<file path="config.mk">
export PLATFORM = sky130hd
export DESIGN_NAME = secded_stream_decoder
export DESIGN_NICKNAME = d
export VERILOG_FILES = /design/src/rtl/secded_pkg.sv /design/src/rtl/secded_syndrome.sv /design/src/rtl/secded_stream_decoder.sv
export SDC_FILE = /design/constraint.sdc
export NUM_CORES = 1
export LEC_CHECK = 0
export ABC_AREA = 0
export CAP_MARGIN = 20
export CELL_PAD_IN_SITES_DETAIL_PLACEMENT = 0
export CELL_PAD_IN_SITES_GLOBAL_PLACEMENT = 1
export CORE_AREA = 2 2 67 69
export CTS_BUF_LIST = sky130_fd_sc_hd__clkbuf_2 sky130_fd_sc_hd__clkbuf_4 sky130_fd_sc_hd__clkbuf_8
export CTS_CLUSTER_SIZE = 20
export DETAILED_ROUTE_END_ITERATION = 8
export DIE_AREA = 0 0 69 71
export DONT_BUFFER_PORTS = 1
export GPL_ROUTABILITY_DRIVEN = 0
export GPL_TIMING_DRIVEN = 0
export PLACE_DENSITY = 0.8
export SETUP_SLACK_MARGIN = 0.3
export SLEW_MARGIN = 20
export SYNTH_ARGS = -nofsm -noshare
export SYNTH_HDL_FRONTEND = slang
export SYNTH_SLANG_ARGS = --single-unit
export TNS_END_PERCENT = 5
</file>
<file path="constraint.sdc">
create_clock -name clk -period 1.4 [get_ports clk]
set_input_delay 0.21 -clock clk [delete_from_list [all_inputs] [get_ports clk]]
set_output_delay 0.21 -clock clk [all_outputs]
set_load 0.02 [all_outputs]
</file>
<file path="src/rtl/secded_pkg.sv">
// rtl/secded_pkg.sv - shared SECDED (10,5) constants, status codes and helpers
package secded_pkg;
   localparam int CW_W   = 10;
   localparam int DATA_W = 5;
   localparam int SYN_W  = 4;

   localparam logic [SYN_W-1:0] ERR_POS_PARITY = 4'd10;

   typedef enum logic [1:0] {
      ST_CLEAN  = 2'd0,
      ST_CORR   = 2'd1,
      ST_UNCORR = 2'd2
   } status_t;

   // syndrome bit k covers every Hamming position whose index has bit k set
   function automatic logic [SYN_W-1:0] syndrome(input logic [CW_W-1:0] cw);
      syndrome = {cw[7] ^ cw[8],
                  cw[3] ^ cw[4] ^ cw[5] ^ cw[6],
                  cw[1] ^ cw[2] ^ cw[5] ^ cw[6],
                  cw[0] ^ cw[2] ^ cw[4] ^ cw[6] ^ cw[8]};
   endfunction

   function automatic logic [DATA_W-1:0] extract(input logic [CW_W-1:0] cw);
      extract = {cw[8], cw[6], cw[5], cw[4], cw[2]};
   endfunction
endpackage

</file>
<file path="src/rtl/secded_syndrome.sv">
// rtl/secded_syndrome.sv - combinational syndrome and overall-parity generator
module secded_syndrome
   import secded_pkg::*;
(
   input  logic [CW_W-1:0]  codeword,
   output logic [SYN_W-1:0] syn,
   output logic             par
);
   assign syn = syndrome(codeword);
   assign par = ^codeword;
endmodule

</file>
<file path="src/rtl/secded_stream_decoder.sv">
// rtl/secded_stream_decoder.sv - 2-stage stallable SECDED decoder with saturating stats
module secded_stream_decoder
   import secded_pkg::*;
#(
   parameter int CNT_W = 8
) (
   input  logic              clk,
   input  logic              rst,
   input  logic              in_valid,
   output logic              in_ready,
   input  logic [CW_W-1:0]   in_codeword,
   output logic              out_valid,
   input  logic              out_ready,
   output logic [DATA_W-1:0] out_data,
   output logic [1:0]        out_status,
   output logic [SYN_W-1:0]  out_err_pos,
   input  logic              clr_cnt,
   output logic [CNT_W-1:0]  corrected_cnt,
   output logic [CNT_W-1:0]  uncorrectable_cnt
);
   logic              stall;
   logic [SYN_W-1:0]  in_syn;
   logic              in_par;

   logic              s1_valid;
   logic [CW_W-1:0]   s1_cw;
   logic [SYN_W-1:0]  s1_syn;
   logic              s1_par;

   logic [CW_W-1:0]   fix_cw;
   status_t           fix_status;
   logic [SYN_W-1:0]  fix_pos;

   assign stall    = out_valid & ~out_ready;
   assign in_ready = ~stall;

   secded_syndrome u_syndrome (
      .codeword (in_codeword),
      .syn      (in_syn),
      .par      (in_par)
   );

   always_ff @(posedge clk) begin
      if (!stall && in_valid) begin
         s1_cw  <= in_codeword;
         s1_syn <= in_syn;
         s1_par <= in_par;
      end
   end

   // odd overall parity means an odd number of flips; only a 1..9 syndrome names a real bit
   always_comb begin
      fix_cw     = s1_cw;
      fix_status = ST_CLEAN;
      fix_pos    = '0;
      if (s1_par) begin
         if (s1_syn == '0) begin
            fix_status = ST_CORR;
            fix_pos    = ERR_POS_PARITY;
         end else if (s1_syn <= 4'd9) begin
            fix_cw     = s1_cw ^ (CW_W'(1) << (s1_syn - 4'd1));
            fix_status = ST_CORR;
            fix_pos    = s1_syn;
         end else begin
            fix_status = ST_UNCORR;
            fix_pos    = s1_syn;
         end
      end else if (s1_syn != '0) begin
         fix_status = ST_UNCORR;
         fix_pos    = s1_syn;
      end
   end

   always_ff @(posedge clk) begin
      if (rst) begin
         s1_valid    <= 1'b0;
         out_valid   <= 1'b0;
         out_data    <= '0;
         out_status  <= ST_CLEAN;
         out_err_pos <= '0;
      end else if (!stall) begin
         s1_valid  <= in_valid;
         out_valid <= s1_valid;
         if (s1_valid) begin
            out_data    <= extract(fix_cw);
            out_status  <= fix_status;
            out_err_pos <= fix_pos;
         end
      end
   end

   always_ff @(posedge clk) begin
      if (rst || clr_cnt) begin
         corrected_cnt     <= '0;
         uncorrectable_cnt <= '0;
      end else if (out_valid && out_ready) begin
         if (out_status == ST_CORR && corrected_cnt != '1)
            corrected_cnt <= corrected_cnt + CNT_W'(1);
         if (out_status == ST_UNCORR && uncorrectable_cnt != '1)
            uncorrectable_cnt <= uncorrectable_cnt + CNT_W'(1);
      end
   end
endmodule

</file>
==> metrics, run 1 <==
maximum achievable frequency=0.625 GHz; Synth Flop Type=dfxtp_1; largest net degree at the start of global routing=14; Worst Path Arrival=around 1.8 ns; Least-Margin Pin Slew=approximately 0.5 ns; Syn-to-layout area delta=27.0%; CP required=~1.6 ns; die width=around 69 µm; fill cell count=between 300 and 400; final wirelength=between 3000 and 4000 µm; vias in the first global route=around 1.3k; Final HPWL DP=2710 µm; worst-path fanout max=10; via count of the routed design=~1.4k; clock latency on the worst-skew pair=between 0.2 and 0.3 ns; dpl ws=-0.322 ns; critical path, cell by cell=and4_4 > a41o_1 > buf_6 > or4_4 > a21oi_2; TritonCTS Buffers=5; IO buf count=0; global-route wire length before repair=~6300 µm; total area of sequential cells=~920 µm²; clock sinks=39; HP Class=in -> reg; Multi-input gate area=0.00100 mm²; final period utilization=114%; post-synthesis sequential area ratio=between 40% and 50%; Async SR Flop Fraction=0%; Critical Path Source Type=flop; Finished Cell Area=about 0.0023 mm²; WS Path Type=reg -> reg; Via density=between 5 and 6; Tmin final=~1.6 ns; Max stage delay on crit path=about 0.42 ns; final hold violations=0; syn avg cell area=between 9 and 10 µm²; antenna violations before repair=0; CTS tree=built; # diodes=0; Root Buffer=clkbuf_8; register bit count reported by yosys=39; CTS max path bufs=2; Initial Utilization=a little over two fifths; # setup viols final=9; post-synthesis net count=201; Crit path buffers/inverters=1; Yosys cell types=41; slew margin rel.=around two thirds; status=complete, but fails checks; drt first pass iters=4; Peak VDD IR=approximately 0.56 mV; Pwr per Cell Area=~1100 mW/mm²; core box area=approximately 0.0042 mm²; dpl cell area=0.00188 mm²; Critical Path Start=uncorrectable_cnt[6]$_SDFFE_PP0P_; EDFF count, synth=10; Clock H-tree levels=2; max cap viols=0; Post-Syn Area=about 0.0018 mm²; wire per inst=between 15 and 20 µm; failing checks=negative setup slack; global route total overflow=0; die extent in y=71 µm; share of layout cells above drive strength 1=30.5%; RSZ-0062 raised after global routing=true; Post-layout nets=219; clk_skew=0.00587 ns; Setup WS post-layout=-0.200 ns; Starting DRT DRC Count=96; Syn Inst Count=between 150 and 200; # IOs=44; hold_sp=rst; die footprint=just under 0.005 mm²; most frequent cells in the layout=nor2_1, xnor2_1, dfxtp_1; Hold WS=around 0.089 ns; Site Rows=24; Synthesis Warnings=0; Reg2Reg Launch Point=uncorrectable_cnt[6]$_SDFFE_PP0P_; Slowest-stage cell, CP=or4_4; Leak=0.722 nW; Antenna Nets Post-Route=0; DRC errors left=0; CTS clk-pin slew, worst paths=around 0.08 ns; Global Route Usage Sum=16.0%; CP Capture Type=flop; Final Max Slew Viols=0; family with the most delay on the worst path=simple AND/OR/NAND/NOR gates; leading cell type in the layout, fill and taps excluded=nor2_1
kinds of logic (layout without fill, tap and decap cells):
family	after synthesis	in the layout	synth area share, %
AOI/OAI and AO/OA	36	36	13.1
xor gates and xnor gates	23	23	11.3
adders and majority gates	2	2	1.40
buffers and inverters	9	28	2.39
DFF	39	39	49.4
muxes	2	2	1.12
and+or+nand+nor	73	73	21.3
routing by layer:
layer  global-route usage, %  part of all wire (%)  up-vias
met1                    20.7                    45      665
met4                    5.88                   1.2        0
li1                        -                     -      706
met2                    23.1                    45       47
met3                    7.83                   9.1        4
met5                       0                     0        -
worst paths after layout:
path	slack (ns)	endpoint	depth (start not counted)
max	-0.20	uncorrectable_cnt[5]$_SDFFE_PP0P_	5
min reg2reg	0.50	out_valid$_SDFFE_PP0N_	2
max reg2reg	-0.20	uncorrectable_cnt[5]$_SDFFE_PP0P_	5
min	0.09	uncorrectable_cnt[7]$_SDFFE_PP0P_	2
what timing repair did:
item,CTS,global route
hold buffers,6,0
endpoints found under the setup margin,39,38
endpoints found under the hold margin,8,0
resized for setup,42,9
pin swaps,25,21
setup buffers,1,4
metrics by stage:
| step | power [mW] | instances | TNS [ns] | utilization, % |
|---|---|---|---|---|
| floorplan | 1.51 | 184 | -0.523 | - |
| global placement | 1.55 | 236 | -5.67 | 44.7 |
| detailed placement | 1.55 | 236 | -6.48 | 44.7 |
| CTS | 2.56 | 251 | -0.901 | 52.3 |
| global route | 2.66 | 255 | -1.82 | 53.9 |
| finish | 2.54 | 255 | -0.928 | 53.9 |
Yosys cell counts (all sizes together) (4+ instances only):
master  number  share of area (%)
a21oi       12                3.4
or4          4                1.7
nand2       13                2.7
a211oi       5                2.1
nor2        20                4.2
xnor2       16                7.9
nand3        9                2.5
o31ai        4                1.7
o21ai        6                1.9
edfxtp      10                 17
dfxtp       29                 33
xor2         7                3.4
clkbuf       4               0.84
nor3         6                1.7
registers in the layout, summed over array words and instances, names as in the netlist:
name,count
s1_valid,1
out_valid,1
s1_syn,4
out_data,5
out_status,2
corrected_cnt,8
s1_par,1
s1_cw,5
uncorrectable_cnt,8
out_err_pos,4
power breakdown:
part,internal (mW),leakage (nW),switching [mW]
Clock,0.531,0.0581,0.410
Combinational,0.142,0.321,0.136
Sequential,1.22,0.343,0.106
Total,1.89,0.722,0.651
cell type report:
class | instances | share of cell area (%)
Multi-Input combinational cell | 136 | 44.3
Sequential cell | 39 | 40.6
Timing Repair Buffer | 11 | 4.31
Clock buffer | 5 | 3.04
Tap cell | 52 | 2.87
Buffer | 6 | 2.54
Clock inverter | 3 | 1.93
Inverter | 3 | 0.497
Power figures use the tool's default switching activity.
==> run 2: changes to the inputs <==
--- a/config.mk
+++ b/config.mk
@@ -5,19 +5,19 @@
 export SDC_FILE = /design/constraint.sdc
 export NUM_CORES = 1
 export LEC_CHECK = 0
-export ABC_AREA = 0
+export ABC_AREA = 1
 export CAP_MARGIN = 20
 export CELL_PAD_IN_SITES_DETAIL_PLACEMENT = 0
 export CELL_PAD_IN_SITES_GLOBAL_PLACEMENT = 1
-export CORE_AREA = 2 2 67 69
+export CORE_AREA = 2 2 73 75
 export CTS_BUF_LIST = sky130_fd_sc_hd__clkbuf_2 sky130_fd_sc_hd__clkbuf_4 sky130_fd_sc_hd__clkbuf_8
 export CTS_CLUSTER_SIZE = 20
 export DETAILED_ROUTE_END_ITERATION = 8
-export DIE_AREA = 0 0 69 71
+export DIE_AREA = 0 0 75 77
 export DONT_BUFFER_PORTS = 1
 export GPL_ROUTABILITY_DRIVEN = 0
 export GPL_TIMING_DRIVEN = 0
-export PLACE_DENSITY = 0.8
+export PLACE_DENSITY = 0.81
 export SETUP_SLACK_MARGIN = 0.3
 export SLEW_MARGIN = 20
 export SYNTH_ARGS = -nofsm -noshare
==> metrics, run 2 <==
status=finished, final reports clean; top cell type by total area after synthesis=dfxtp_1; Tmin final=~1.3 ns; Starting DRT DRC Count=62; vias in the first global route=~1.5k; most frequent cells after synthesis=nand2_1, inv_1, dfxtp_1, nor2_1, a21oi_1; share of layout cells above drive strength 1=about 22%; post-synthesis net count=~290; die extent in y=slightly below 80 µm; maximum achievable frequency=~0.76 GHz; RSZ-0062 raised after global routing=true; Synthesis Warnings=0; Yosys cell types=29; Least-Margin Pin Slew=about 0.46 ns; EDFF count, synth=10; IO buf count=0; via count of the routed design=between 1.5k and 2k; post-synthesis sequential area ratio=between 40% and 50%; global-route wire length before repair=6930 µm; clock sinks=39; register bit count reported by yosys=39; syn avg cell area=~7.6 µm²; largest net degree at the start of global routing=13; top-count cell post-synth=nand2_1; Crit path buffers/inverters=1; global route total overflow=0; drt first pass iters=4; Peak VDD IR=0.483 mV; CP Capture Type=flop; Synth Flop Type=dfxtp_1; # diodes=0; Post-layout nets=approximately 310; TritonCTS Buffers=5; worst-path fanout max=7; antenna violations before repair=0; Syn-to-layout area delta=19.7%; CTS max path bufs=2; CTS tree=built; core box area=~0.0050 mm²; HP Class=in -> reg; DRC errors left=0; max cap viols=0; # IOs=44; Post-Syn Area=between 0.002 and 0.0025 mm²; most frequent cells in the layout=nand2_1, inv_1, nor2_1; clk_skew=about 0.0036 ns; critical path, cell by cell=ha_4 > nand3_4 > nor2_4 > nand2_4 > nand2_8 > inv_6 > nand2_1 > a21oi_1; Site Rows=26; Async SR Flop Fraction=0%; setup_tns=0 ns; final period utilization=approximately 94%; CTS clk-pin slew, worst paths=0.08 ns; Worst Path Arrival=~1.5 ns; Max stage delay on crit path=roughly 0.41 ns; top flop regs=corrected_cnt x8, uncorrectable_cnt x8; dpl ws=between 0.01 and 0.015 ns; WS Path Type=reg -> reg; final wirelength=around 4200 µm; Global Route Usage Sum=between 15 and 20%; slew margin rel.=69.1%; top cell type's share of synthesized area=between 20% and 30%; wire per inst=approximately 12 µm; CP required=1.57 ns; largest cells by area after synthesis=dfxtp_1, edfxtp_1, nand2_1, inv_1, xor2_1; Clock H-tree levels=2; Root Buffer=clkbuf_8; Leak=0.986 nW; Via density=4.79; Pwr per Cell Area=between 900 and 1000 mW/mm²; # setup viols final=0; Critical Path Source Type=flop; leading cell type in the layout, fill and taps excluded=nand2_1; Final HPWL DP=3010 µm; Antenna Nets Post-Route=0; Syn Inst Count=between 200 and 300; Initial Utilization=between 40% and 50%; die footprint=around 0.0058 mm²; Final Max Slew Viols=0; die width=75 µm; clock latency on the worst-skew pair=0.29 ns; Slowest-stage cell, CP=dfxtp_4; final hold violations=0; Setup WS post-layout=a little under 0.09 ns; family with the most delay on the worst path=simple AND/OR/NAND/NOR gates
## run 2: cell count changes after synthesis, sizes merged, moves of 4 or more
cell    delta
o31ai      -4
or4        -4
xor2       +6
a211oi     -5
inv       +39
clkbuf     -4
nand2     +53
xnor2      -4
o21ai      +9
nor2      +15
a21oi      +6
## run 2: report_power, final
group	internal (mW)	switching, mW
sequential	1.21	0.0797
clock	0.341	0.395
combinational	0.121	0.167
## run 2: final cells by class
type / count / area, µm²
Buffer: 2 / 16.3
Tap cell: 70 / 87.6
Clock inverter: 3 / 15.0
Multi-Input combinational cell: 190 / 1120
Fill cell: 497 / 2500
Sequential cell: 39 / 920
Timing Repair Buffer: 8 / 72.6
Clock buffer: 5 / 68.8
Inverter: 42 / 173
## run 2: cells by family after synthesis
| logic type | after synthesis | share of synthesized area, % |
|---|---|---|
| compound gates | 36 | 9.33 |
| flops | 39 | 42.6 |
| buf+inv | 44 | 8.54 |
| xor+xnor | 25 | 10.6 |
| simple gates | 126 | 27.7 |
| fa+ha+maj | 2 | 1.21 |
## run 2: worst register-to-register path, delay by kind of cell (launching register included)
| kind | cells | cell delay, ns |
|---|---|---|
| AND/OR/NAND/NOR | 5 | 0.50 |
| adder cells (fa/ha/maj) | 1 | 0.17 |
| flip-flops | 1 | 0.41 |
| buffers and inverters | 1 | 0.05 |
| AO/OA/AOI/OAI | 1 | 0.06 |
## run 2: path summary, 6_finish.rpt
| kind | cells past startpoint | startpoint | to | slack [ns] |
|---|---|---|---|---|
| worst max-delay path | 8 | corrected_cnt[1]$_SDFFE_PP0P_ | corrected_cnt[5]$_SDFFE_PP0P_ | 0.09 |
| worst min-delay path | 3 | out_ready | s1_valid$_SDFFE_PP0N_ | 0.1 |
| worst max register to register | 8 | corrected_cnt[1]$_SDFFE_PP0P_ | corrected_cnt[5]$_SDFFE_PP0P_ | 0.09 |
| worst min register to register | 2 | s1_valid$_SDFFE_PP0N_ | s1_valid$_SDFFE_PP0N_ | 0.47 |
## run 2: per-layer routing
metal	part of all wire, %	GRT usage (%)	up-vias
met5	0	0	-
met4	0.28	3.75	0
met3	5.9	5.91	2
met2	51	26.5	46
met1	42	17.8	779
li1	-	-	891
## run 2: per-stage QoR
stage | total power [mW] | util [%] | instance area, µm² | std cells | hold WS (ns)
5_1_grt | 2.45 | 49.7 | 2470 | 359 | 0.104
6_report | 2.32 | 49.7 | 2470 | 359 | 0.0986
3_5_place_dp | 1.58 | 44.7 | 2220 | 342 | 0.309
4_1_cts | 2.35 | 48.3 | 2400 | 357 | 0.00641
3_3_place_gp | 1.58 | 44.7 | 2220 | 342 | 0.309
2_1_floorplan | 1.53 | - | 2140 | 272 | 0.309
## run 2: repair_timing
| action | 4_1_cts | 5_1_grt |
|---|---|---|
| hold buffers | 3 | 2 |
| gates resized for setup | 16 | 14 |
| buffers inserted | 3 | 0 |
| pin swaps | 6 | 6 |
| endpoints found under the setup margin | 38 | 38 |
| cloned | 1 | 0 |
| endpoints found under the hold margin | 3 | 2 |
==> run 3: changes to the inputs <==
--- a/config.mk
+++ b/config.mk
@@ -6,21 +6,21 @@
 export NUM_CORES = 1
 export LEC_CHECK = 0
 export ABC_AREA = 1
+export BUFFER_PORTS_ARGS = -buffer_cell sky130_fd_sc_hd__buf_2
 export CAP_MARGIN = 20
 export CELL_PAD_IN_SITES_DETAIL_PLACEMENT = 0
 export CELL_PAD_IN_SITES_GLOBAL_PLACEMENT = 1
-export CORE_AREA = 2 2 73 75
+export CORE_AREA = 2 2 78 80
 export CTS_BUF_LIST = sky130_fd_sc_hd__clkbuf_2 sky130_fd_sc_hd__clkbuf_4 sky130_fd_sc_hd__clkbuf_8
 export CTS_CLUSTER_SIZE = 20
 export DETAILED_ROUTE_END_ITERATION = 8
-export DIE_AREA = 0 0 75 77
-export DONT_BUFFER_PORTS = 1
+export DIE_AREA = 0 0 80 82
 export GPL_ROUTABILITY_DRIVEN = 0
 export GPL_TIMING_DRIVEN = 0
-export PLACE_DENSITY = 0.81
+export PLACE_DENSITY = 0.82
+export RECOVER_POWER = 25
 export SETUP_SLACK_MARGIN = 0.3
 export SLEW_MARGIN = 20
 export SYNTH_ARGS = -nofsm -noshare
 export SYNTH_HDL_FRONTEND = slang
 export SYNTH_SLANG_ARGS = --single-unit
-export TNS_END_PERCENT = 5
==> metrics, run 3 (same netlist as run 2, synthesis figures left out) <==
WS Path Type=reg -> reg; Worst Path Arrival=1.44 ns; Syn-to-layout area delta=43.0%; CTS clk-pin slew, worst paths=0.07 ns; Finished Cell Area=just under 0.003 mm²; Final Max Slew Viols=0; die extent in y=around 80 µm; Pwr per Cell Area=836 mW/mm²; Critical Path Source Type=flop; Initial Utilization=between 30% and 40%; clock sinks=39; Clock H-tree levels=2; Worst R2R End=out_data[3]$_SDFFE_PP0P_; most frequent cells in the layout=nand2_1, inv_1, buf_2; wire per inst=approximately 11 µm; CP required=between 1.5 and 2 ns; top flop regs=corrected_cnt x8, uncorrectable_cnt x8; Antenna Nets Post-Route=0; die width=~80 µm; global-route wire length before repair=~7600 µm; clock latency on the worst-skew pair=between 0.2 and 0.3 ns; status=finished, final reports clean; leading cell type in the layout, fill and taps excluded=nand2_1; slew margin rel.=a little under three quarters; Root Buffer=clkbuf_8; Non-Filler Instances=between 400 and 500; RSZ-0062 raised after global routing=true; HP Class=in -> reg; largest net degree at the start of global routing=12; vias in the first global route=1750; IO buf count=42; maximum achievable frequency=between 0.7 and 0.8 GHz; worst hold endpoint=out_status[1]$_SDFFE_PP0P_; Worst Hold Depth=2; Tmin final=1.25 ns; via count of the routed design=a little under 2k; dpl ws=between 0.1 and 0.15 ns; Via density=4.58; setup_tns=0 ns; CTS max path bufs=2; final hold violations=0; clk_skew=between 0.005 and 0.006 ns; post-layout util=about half; Setup WS post-layout=approximately 0.15 ns; # IOs=44; DRC errors left=0; core box area=about 0.0057 mm²; final period utilization=89.6%; drt first pass iters=4; cts hold-fix bufs=0; Leak=roughly 1.3 nW; global route total overflow=0; share of layout cells above drive strength 1=~39%; max cap viols=0; # diodes=0; CP Capture Type=flop; Least-Margin Pin Slew=0.435 ns; Reg2Reg Launch Point=s1_syn[2]$_DFFE_PP_; worst-path fanout max=6; R2R Setup Slk=about 0.15 ns; final wirelength=~4700 µm; Final HPWL DP=~3200 µm; TritonCTS Buffers=5; antenna violations before repair=0; # setup viols final=0; dpl cell area=approximately 0.0024 mm²; die footprint=around 0.0066 mm²; hold_sp=rst; CTS tree=built; Site Rows=28; Starting DRT DRC Count=42; Peak VDD IR=slightly above 0.4 mV; post-placement cell count=between 300 and 400; Post-layout nets=approximately 360; Global Route Usage Sum=about 15%; Reg2Reg Depth=6
## run 3: repair_timing
item,CTS,global route
pin swaps,15,15
buffers inserted,17,7
endpoints found under the setup margin,34,49
resized for setup,31,51
cloned,1,1
## run 3: metal layers
metal,vias up,GRT usage (%),part of all wire (%)
met4,0,5.59,1.9
li1,1013,-,-
met1,879,16.4,41
met5,-,0,0
met2,37,26.9,53
met3,8,3.74,4.0
## run 3: report_power, final
group          internal (mW)  switching, mW  leakage (nW)
Combinational          0.206          0.276         0.876
Clock                  0.359          0.368        0.0437
Sequential              1.21         0.0489         0.345
Total                   1.78          0.693          1.26
## run 3: final cells by class
cell class	count	area, µm²
timing repair buffer	66	435
clock buffer	6	76.3
sequential	39	922
inverter	42	180
multi-input combinational	190	1210
timing repair inverter	1	8.76
clock inverter	2	7.51
tap	75	93.8
buffer	2	16.3
fill	582	2790
## run 3: how the worst max path moves through the flow
stage | start | endpoint | slack [ns] | depth (start not counted)
finish | s1_syn[2]$_DFFE_PP_ | out_data[3]$_SDFFE_PP0P_ | 0.15 | 6
global route | out_status[1]$_SDFFE_PP0P_ | corrected_cnt[4]$_SDFFE_PP0P_ | 0.1 | 7
CTS | out_valid$_SDFFE_PP0N_ | in_ready | 0.18 | 4
detailed placement | s1_syn[0]$_DFFE_PP_ | out_status[1]$_SDFFE_PP0P_ | 0.12 | 8
global placement | corrected_cnt[0]$_SDFFE_PP0P_ | corrected_cnt[5]$_SDFFE_PP0P_ | 0.14 | 8
floorplan | corrected_cnt[1]$_SDFFE_PP0P_ | corrected_cnt[1]$_SDFFE_PP0P_ | 0.18 | 8
## run 3: metrics by stage
| stage | power [mW] | hold slack (ns) |
|---|---|---|
| after detailed placement | 1.64 | 0.455 |
| final | 2.47 | 0.187 |
| after global routing | 2.61 | 0.203 |
| after global placement | 1.64 | 0.445 |
| after floorplan | 1.53 | 0.309 |
| after CTS | 2.45 | 0.147 |
## run 3: worst max-delay path, cell delays in order (launching register included)
cell      delay (ns)
edfxtp_1        0.50
buf_6           0.17
nand3_4         0.10
nor2_2          0.05
xor2_1          0.16
o21ai_1         0.13
inv_1           0.05
